### src/rtl/qpsk_rx_framer.sv
// QPSK receive framer: hunts for the sync word in the dibit stream, reads a length byte and packs the payload into a byte FIFO.
// Optional CRC8 trailer check is compiled in when QPSK_RX_CRC8_EN is defined.
module qpsk_rx_framer #(
    parameter logic [31:0] SYNC_WORD  = 32'h0000_A5C3,
    parameter int          SYNC_BITS  = 16,
    parameter int          FIFO_DEPTH = 4
) (
    input  logic       CLK,
    input  logic       RST,
    input  logic       valid_x,
    input  logic [1:0] x,
    output logic       byte_valid,
    output logic [7:0] byte_data,
    output logic       byte_last,
    input  logic       byte_ready,
    output logic       frame_start,
    output logic       busy,
    output logic       overflow,
    output logic       crc_ok,
    output logic       crc_err
);

    localparam int AW = $clog2(FIFO_DEPTH);
    localparam logic [SYNC_BITS-1:0] SYNC_PAT = SYNC_WORD[SYNC_BITS-1:0];

    typedef enum logic [1:0] {S_HUNT, S_LEN, S_PAY, S_CRC} state_t;

`ifdef QPSK_RX_CRC8_EN
    localparam state_t S_DONE = S_CRC;
`else
    localparam state_t S_DONE = S_HUNT;
`endif

    state_t               state_q, state_d;
    logic [SYNC_BITS-1:0] sr_q, sr_d;
    logic [1:0]           dcnt_q, dcnt_d;
    logic [5:0]           pack_q, pack_d;
    logic [7:0]           cnt_q, cnt_d;
    logic                 frame_start_q, frame_start_d;
    logic                 overflow_q, overflow_d;
    logic [AW:0]          wr_ptr_q, wr_ptr_d, rd_ptr_q, rd_ptr_d;
    logic [8:0]           mem_q [FIFO_DEPTH];

    logic       push;
    logic [8:0] push_word;
    logic       empty, full, pop, wr_en;
    logic [7:0] rx_byte;

    // Completed byte on the 4th dibit: three held dibits plus the current one
    assign rx_byte = {pack_q, x};

`ifdef QPSK_RX_CRC8_EN
    logic [7:0] crc_q, crc_d;
    logic       crc_ok_q, crc_ok_d, crc_err_q, crc_err_d;

    function automatic logic [7:0] crc8_upd(input logic [7:0] crc, input logic [7:0] data);
        logic [7:0] c;
        c = crc ^ data;
        for (int i = 0; i < 8; i++) begin
            c = c[7] ? ((c << 1) ^ 8'h07) : (c << 1);
        end
        return c;
    endfunction
`endif

    always_comb begin
        state_d       = state_q;
        sr_d          = sr_q;
        dcnt_d        = dcnt_q;
        pack_d        = pack_q;
        cnt_d         = cnt_q;
        frame_start_d = 1'b0;
        push          = 1'b0;
        push_word     = {rx_byte, 1'b0};
`ifdef QPSK_RX_CRC8_EN
        crc_d     = crc_q;
        crc_ok_d  = 1'b0;
        crc_err_d = 1'b0;
`endif
        if (valid_x) begin
            case (state_q)
                S_HUNT: begin
                    sr_d = SYNC_BITS'({sr_q, x});
                    if (sr_d == SYNC_PAT) begin
                        frame_start_d = 1'b1;
                        sr_d          = '0;
                        dcnt_d        = 2'd0;
                        state_d       = S_LEN;
`ifdef QPSK_RX_CRC8_EN
                        crc_d = 8'h00;
`endif
                    end
                end
                S_LEN: begin
                    dcnt_d = dcnt_q + 2'd1;
                    pack_d = {pack_q[3:0], x};
                    if (dcnt_q == 2'd3) begin
                        cnt_d   = rx_byte;
                        state_d = (rx_byte == 8'h00) ? S_DONE : S_PAY;
`ifdef QPSK_RX_CRC8_EN
                        crc_d = crc8_upd(crc_q, rx_byte);
`endif
                    end
                end
                S_PAY: begin
                    dcnt_d = dcnt_q + 2'd1;
                    pack_d = {pack_q[3:0], x};
                    if (dcnt_q == 2'd3) begin
                        push      = 1'b1;
                        push_word = {rx_byte, cnt_q == 8'd1};
                        cnt_d     = cnt_q - 8'd1;
                        if (cnt_q == 8'd1) begin
                            state_d = S_DONE;
                        end
`ifdef QPSK_RX_CRC8_EN
                        crc_d = crc8_upd(crc_q, rx_byte);
`endif
                    end
                end
`ifdef QPSK_RX_CRC8_EN
                S_CRC: begin
                    dcnt_d = dcnt_q + 2'd1;
                    pack_d = {pack_q[3:0], x};
                    if (dcnt_q == 2'd3) begin
                        crc_ok_d  = (rx_byte == crc_q);
                        crc_err_d = (rx_byte != crc_q);
                        state_d   = S_HUNT;
                    end
                end
`endif
                default: state_d = S_HUNT;
            endcase
        end
    end

    // FIFO: pop is resolved before the write, so a full FIFO being drained still accepts a byte
    assign empty = (wr_ptr_q == rd_ptr_q);
    assign full  = (wr_ptr_q[AW] != rd_ptr_q[AW]) && (wr_ptr_q[AW-1:0] == rd_ptr_q[AW-1:0]);
    assign pop   = !empty && byte_ready;
    assign wr_en = push && (!full || pop);

    always_comb begin
        wr_ptr_d   = wr_ptr_q;
        rd_ptr_d   = rd_ptr_q;
        overflow_d = overflow_q | (push && full && !pop);
        if (wr_en) begin
            wr_ptr_d = wr_ptr_q + 1'b1;
        end
        if (pop) begin
            rd_ptr_d = rd_ptr_q + 1'b1;
        end
    end

    always_ff @(posedge CLK or posedge RST) begin
        if (RST) begin
            state_q       <= S_HUNT;
            sr_q          <= '0;
            dcnt_q        <= 2'd0;
            cnt_q         <= 8'd0;
            frame_start_q <= 1'b0;
            overflow_q    <= 1'b0;
            wr_ptr_q      <= '0;
            rd_ptr_q      <= '0;
        end else begin
            state_q       <= state_d;
            sr_q          <= sr_d;
            dcnt_q        <= dcnt_d;
            cnt_q         <= cnt_d;
            frame_start_q <= frame_start_d;
            overflow_q    <= overflow_d;
            wr_ptr_q      <= wr_ptr_d;
            rd_ptr_q      <= rd_ptr_d;
        end
    end

    always_ff @(posedge CLK) begin
        pack_q <= pack_d;
        if (wr_en) begin
            mem_q[wr_ptr_q[AW-1:0]] <= push_word;
        end
    end

`ifdef QPSK_RX_CRC8_EN
    always_ff @(posedge CLK or posedge RST) begin
        if (RST) begin
            crc_q     <= 8'h00;
            crc_ok_q  <= 1'b0;
            crc_err_q <= 1'b0;
        end else begin
            crc_q     <= crc_d;
            crc_ok_q  <= crc_ok_d;
            crc_err_q <= crc_err_d;
        end
    end

    assign crc_ok  = crc_ok_q;
    assign crc_err = crc_err_q;
`else
    assign crc_ok  = 1'b0;
    assign crc_err = 1'b0;
`endif

    assign byte_valid  = !empty;
    assign byte_data   = empty ? 8'h00 : mem_q[rd_ptr_q[AW-1:0]][8:1];
    assign byte_last   = empty ? 1'b0  : mem_q[rd_ptr_q[AW-1:0]][0];
    assign frame_start = frame_start_q;
    assign busy        = (state_q != S_HUNT);
    assign overflow    = overflow_q;

endmodule
### config.mk
export PLATFORM = sky130hd
export DESIGN_NAME = qpsk_rx_framer
export DESIGN_NICKNAME = d
export VERILOG_FILES = /design/src/rtl/qpsk_rx_framer.sv
export SDC_FILE = /design/constraint.sdc
export NUM_CORES = 1
export LEC_CHECK = 0
export CELL_PAD_IN_SITES_DETAIL_PLACEMENT = 0
export CELL_PAD_IN_SITES_GLOBAL_PLACEMENT = 1
export CORE_ASPECT_RATIO = 1.25
export CORE_UTILIZATION = 40
export CTS_BUF_LIST = sky130_fd_sc_hd__clkbuf_2 sky130_fd_sc_hd__clkbuf_4 sky130_fd_sc_hd__clkbuf_8
export CTS_CLUSTER_SIZE = 16
export DETAILED_ROUTE_END_ITERATION = 12
export PLACE_DENSITY_LB_ADDON = 0.1
export SLEW_MARGIN = 20
export SYNTH_ARGS = -nofsm -noshare
export SYNTH_HDL_FRONTEND = slang
export SYNTH_SLANG_ARGS = --single-unit
export TNS_END_PERCENT = 10
### constraint.sdc
create_clock -name CLK -period 2.85 [get_ports CLK]
set_input_delay 0.57 -clock CLK [delete_from_list [all_inputs] [get_ports CLK]]
set_output_delay 0.57 -clock CLK [all_outputs]
set_load 0.03 [all_outputs]
==> impl_summary.log <==
[metrics] post-route non-filler standard cell count: 370
[metrics] list of cells traversed by the critical path: buf_4 -> mux4_2 -> and2_1 -> dlygate4sd2_1
[metrics] dominant combinational cell family by area after synthesis: multiplexers
[metrics] worst slew slack as a fraction of its limit: roughly 58%
[metrics] max-cap viol count: 0
[metrics] per-cell via count in the routed design: between 5 and 6
[metrics] global route overflow: 0
[metrics] top area cells in the synthesized netlist: sky130_fd_sc_hd__edfxtp_1 37%, sky130_fd_sc_hd__dfrtp_1 25%, sky130_fd_sc_hd__mux4_2 6.0%
[metrics] number of synthesized flops with an enable pin: 42
[metrics] number of warnings reported in the yosys synthesis log: 0
[metrics] violated checks: DRC
[metrics] max-slew violation count: 0
[metrics] area growth from synthesis to layout: 17.90%
[metrics] final routed wire length divided by cell count: roughly 16 um
[metrics] Pre-Repair DR Iteration Count: 8
[metrics] most used flip-flop cell after synthesis: sky130_fd_sc_hd__edfxtp_1
[metrics] Top Family by Delay on Critical Path: buffers and inverters
[metrics] most used standard cell by instance count after synthesis: sky130_fd_sc_hd__edfxtp_1
[metrics] leakage: around 1.7 nW
[metrics] async set-or-reset flop fraction in the synthesized netlist: 44.74%
[metrics] source-to-sink clock delay at the later pin of the worst-skew pair: 340 ps
[metrics] number of cells in the design after placement: 354
[metrics] maximum number of pins on one net before global-route repair: 35
[metrics] xor-xnor portion of the synthesized cell area: 2.071%
[metrics] kind of capture point of the worst setup path: output pin
[metrics] number of buffers and inverters on the critical path: 2
[metrics] number of standard-cell rows in the floorplan: 37
[metrics] number of DRC markers after the initial detailed-route iteration: around 100
[metrics] Clock Pin Slew Worst Setup and Hold Paths: 80 ps
[metrics] count of final setup violators: 0
[metrics] area of the core: 8240 sq um
[metrics] TritonCTS clock tree: done
[metrics] slowest cell delay on critical path: 500 ps
[metrics] slowest stage cell, crit path: sky130_fd_sc_hd__mux4_2
[metrics] num ports: 21
[metrics] maximum vdd drop: 370.9 uV
[metrics] per-instance average area after synthesis: 14.40 sq um
[metrics] wire length after detailed routing: between 6000 and 7000 um
[metrics] root buffer cell: sky130_fd_sc_hd__clkbuf_8
[metrics] count of nets after finishing: 286
[metrics] sequential cell area in the final layout: roughly 2100 sq um
[metrics] leading area contributor after synthesis: sky130_fd_sc_hd__edfxtp_1
[metrics] via count of the first global-routing pass: 1905
[metrics] crit start category: register
[metrics] multiplexer share of the synthesized area: 10.28%
[metrics] destination of the worst register-to-register timing path: state_q[0]$_DFFE_PP0P_
[metrics] area enclosed by the die boundary: between 8000 and 9000 sq um
[metrics] highest achievable clock rate: between 300 and 400 MHz
[metrics] Mapped Area: 3383 sq um
[metrics] post-synthesis simple-gate area fraction: 9.615%
[metrics] Final period util: about 90%
[metrics] data arrival at the endpoint of the critical path: 2000 ps
[metrics] antenna violations before repair: 0
[metrics] fill cell total of the finished layout: 729
[metrics] Cells after Synth: 235
[metrics] number of CTS-inserted buffers: 9
[metrics] unrepaired setup endpoints after global routing: no
[metrics] Endpoint, Worst Hold: overflow$_DFF_PP0_
[metrics] Hold-fix buffers, CTS: 0
[metrics] Required @ worst endpoint: 2280 ps
[metrics] Post-DP HPWL: 4177 um
[metrics] wire length of the first global-routing pass: between 10000 and 15000 um
[metrics] htree depth: 3
[metrics] quantity of I/O buffers inserted on ports: 18
[metrics] path depth of the worst reg2reg path: 4
[metrics] slew of the pin with the lowest slew margin: roughly 620 ps
[metrics] pre-CTS setup slack: 349.2 ps
[metrics] #FFs+latches synth: between 70 and 80
[metrics] Unique masters post-synth: 47
[metrics] min-delay src: overflow$_DFF_PP0_
[metrics] remaining design rule violation count: 6
[metrics] area share of the leading cell type in the synthesized netlist: approximately 37%
[metrics] reg-to-reg setup timing slack: 720 ps
[metrics] kind of path behind the tightest hold check: register to register
[metrics] fin crit period: 2570 ps
[metrics] result of the run: complete, but fails checks
[metrics] hold-critical path depth: 2
[metrics] portion of the post-synthesis area used by sequential elements: 62.43%
[metrics] ratio of cells with drive above 1 in the final layout: 19.78%
[metrics] power per unit of standard cell area: 1068 nW/um^2
[metrics] Die Span Y: 104.8 um
[metrics] Crit Path Category: register to output pin
[metrics] RD Place Congestion: between 0.7 and 0.8
[metrics] post-synthesis adder-cell area fraction: 4.438%
[metrics] critical path fanouts, max: 5
[metrics] Initial Util: 41.06%
[metrics] Reg2Reg Launch Point: sr_q[0]$_DFFE_PP0P_
[metrics] total number of vias: 1928
[metrics] top cells by instance count after synthesis: 42 x sky130_fd_sc_hd__edfxtp_1, 34 x sky130_fd_sc_hd__dfrtp_1, 14 x sky130_fd_sc_hd__and2_1
[metrics] setup_tns: 0 ps
[metrics] number of diodes added for antenna fixing: 0
[metrics] GRT Util Overall: 15.38%
[metrics] endpoints failing hold: 0
[metrics] die span in x: ~84 um
[metrics] worst-case clock buffer depth: 2
[metrics] synthesized-area fraction occupied by ao, oa, aoi and oai cells: 8.025%
[metrics] remaining number of nets flagged by the antenna check after routing: 0
[metrics] CTS sink count: 76
[metrics] min setup slack post-route: 279.6 ps
[metrics] multi-input gate area in the final layout: 1185 sq um
[metrics] worst clock skew: 10.50 ps
[logic make-up after synthesis]
logic type,after synthesis
muxes,22
AOI/OAI and AO/OA,37
and+or+nand+nor,56
buffers and inverters,23
xor gates and xnor gates,8
DFF,76
other,1
adders and majority gates,12
[worst min-delay path, delay by kind of cell (launching register included)]
| family | cells | cell delay [ps] |
|---|---|---|
| compound gates | 1 | 50 |
| flops | 1 | 350 |
| buf+inv | 1 | 40 |
[cells in the final DEF (no fill, tap or decap), types with 4 or more instances in the layout]
cell type / count
sky130_fd_sc_hd__nor2_1: 8
sky130_fd_sc_hd__clkbuf_8: 9
sky130_fd_sc_hd__ha_1: 12
sky130_fd_sc_hd__inv_1: 12
sky130_fd_sc_hd__nand2_1: 11
sky130_fd_sc_hd__mux2i_1: 4
sky130_fd_sc_hd__edfxtp_1: 42
sky130_fd_sc_hd__and2_1: 14
sky130_fd_sc_hd__dlymetal6s2s_1: 8
sky130_fd_sc_hd__o22ai_1: 5
sky130_fd_sc_hd__dfrtp_1: 34
sky130_fd_sc_hd__a21oi_1: 8
sky130_fd_sc_hd__clkdlybuf4s50_1: 9
sky130_fd_sc_hd__a22o_1: 8
sky130_fd_sc_hd__mux2_2: 8
sky130_fd_sc_hd__mux4_2: 9
sky130_fd_sc_hd__o21ai_0: 5
sky130_fd_sc_hd__nand3_1: 4
sky130_fd_sc_hd__xnor2_1: 6
sky130_fd_sc_hd__buf_4: 14
[how the worst max path moves through the flow]
stage / startpoint / to / slack (ps) / cells past startpoint
finish: rd_ptr_q[0]$_DFFE_PP0P_ / byte_data[4] / 280 / 4
global route: wr_ptr_q[0]$_DFFE_PP0N_ / byte_valid / 140 / 3
CTS: rd_ptr_q[0]$_DFFE_PP0P_ / byte_data[0] / 2 / 4
detailed placement: wr_ptr_q[0]$_DFFE_PP0N_ / byte_data[2] / 350 / 4
global placement: rd_ptr_q[0]$_DFFE_PP0P_ / byte_data[4] / 380 / 4
floorplan: wr_ptr_q[0]$_DFFE_PP0N_ / byte_data[0] / 810 / 4
[state kept, by name, indices dropped and copies added (netlist names)]
name         flops
overflow         1
mem_q           36
cnt_q            8
wr_ptr_q         3
sr_q            14
state_q          2
frame_start      1
rd_ptr_q         3
pack_q           6
dcnt_q           2
[metal layers]
metal  vias to the layer above  share of wire (%)  wire (um)  track usage, %
met5                         -                  0          0               0
met4                         0                2.0        119           7.020
met3                         7                3.0        181           3.160
met2                        38                 49       2966           25.06
met1                       949                 46       2739           19.75
li1                        934                  -          -               -
[layout make-up]
type	count	area share, %
well taps	97	3.043
inverters	12	1.129
flip-flops and latches	76	52.95
multi-input cells	137	29.71
clock buffers	9	3.105
repair buffers	32	7.622
clock inverters	7	2.447
[metrics by stage]
| step | hold WS (ps) | power (mW) | utilization (%) | cell area, sq um |
|---|---|---|---|---|
| after floorplan | 469.8 | 2.876 | - | 3387 |
| after global placement | 454.9 | 3.395 | 45.34 | 3736 |
| after detailed placement | 463.7 | 3.396 | 45.34 | 3736 |
| after CTS | 485.3 | 4.319 | 48.07 | 3961 |
| after global routing | 505.9 | 4.554 | 48.41 | 3989 |
| final | 475.8 | 4.261 | 48.41 | 3989 |
[timing repair]
item | in CTS | in global routing
hold endpoints to repair | 0 | 0
gates cloned | 0 | 0
buffers inserted | 0 | 0
resized for setup | 2 | 9
endpoints found under the setup margin | 9 | 8
[where the power goes]
| part | total (mW) | internal [mW] | switching [mW] |
|---|---|---|---|
| registers | 1.68 | 1.44 | 0.237 |
| clock network | 0.908 | 0.497 | 0.410 |
| logic | 1.67 | 0.789 | 0.885 |
| total | 4.26 | 2.73 | 1.53 |
(Power assumes the default switching activity.)
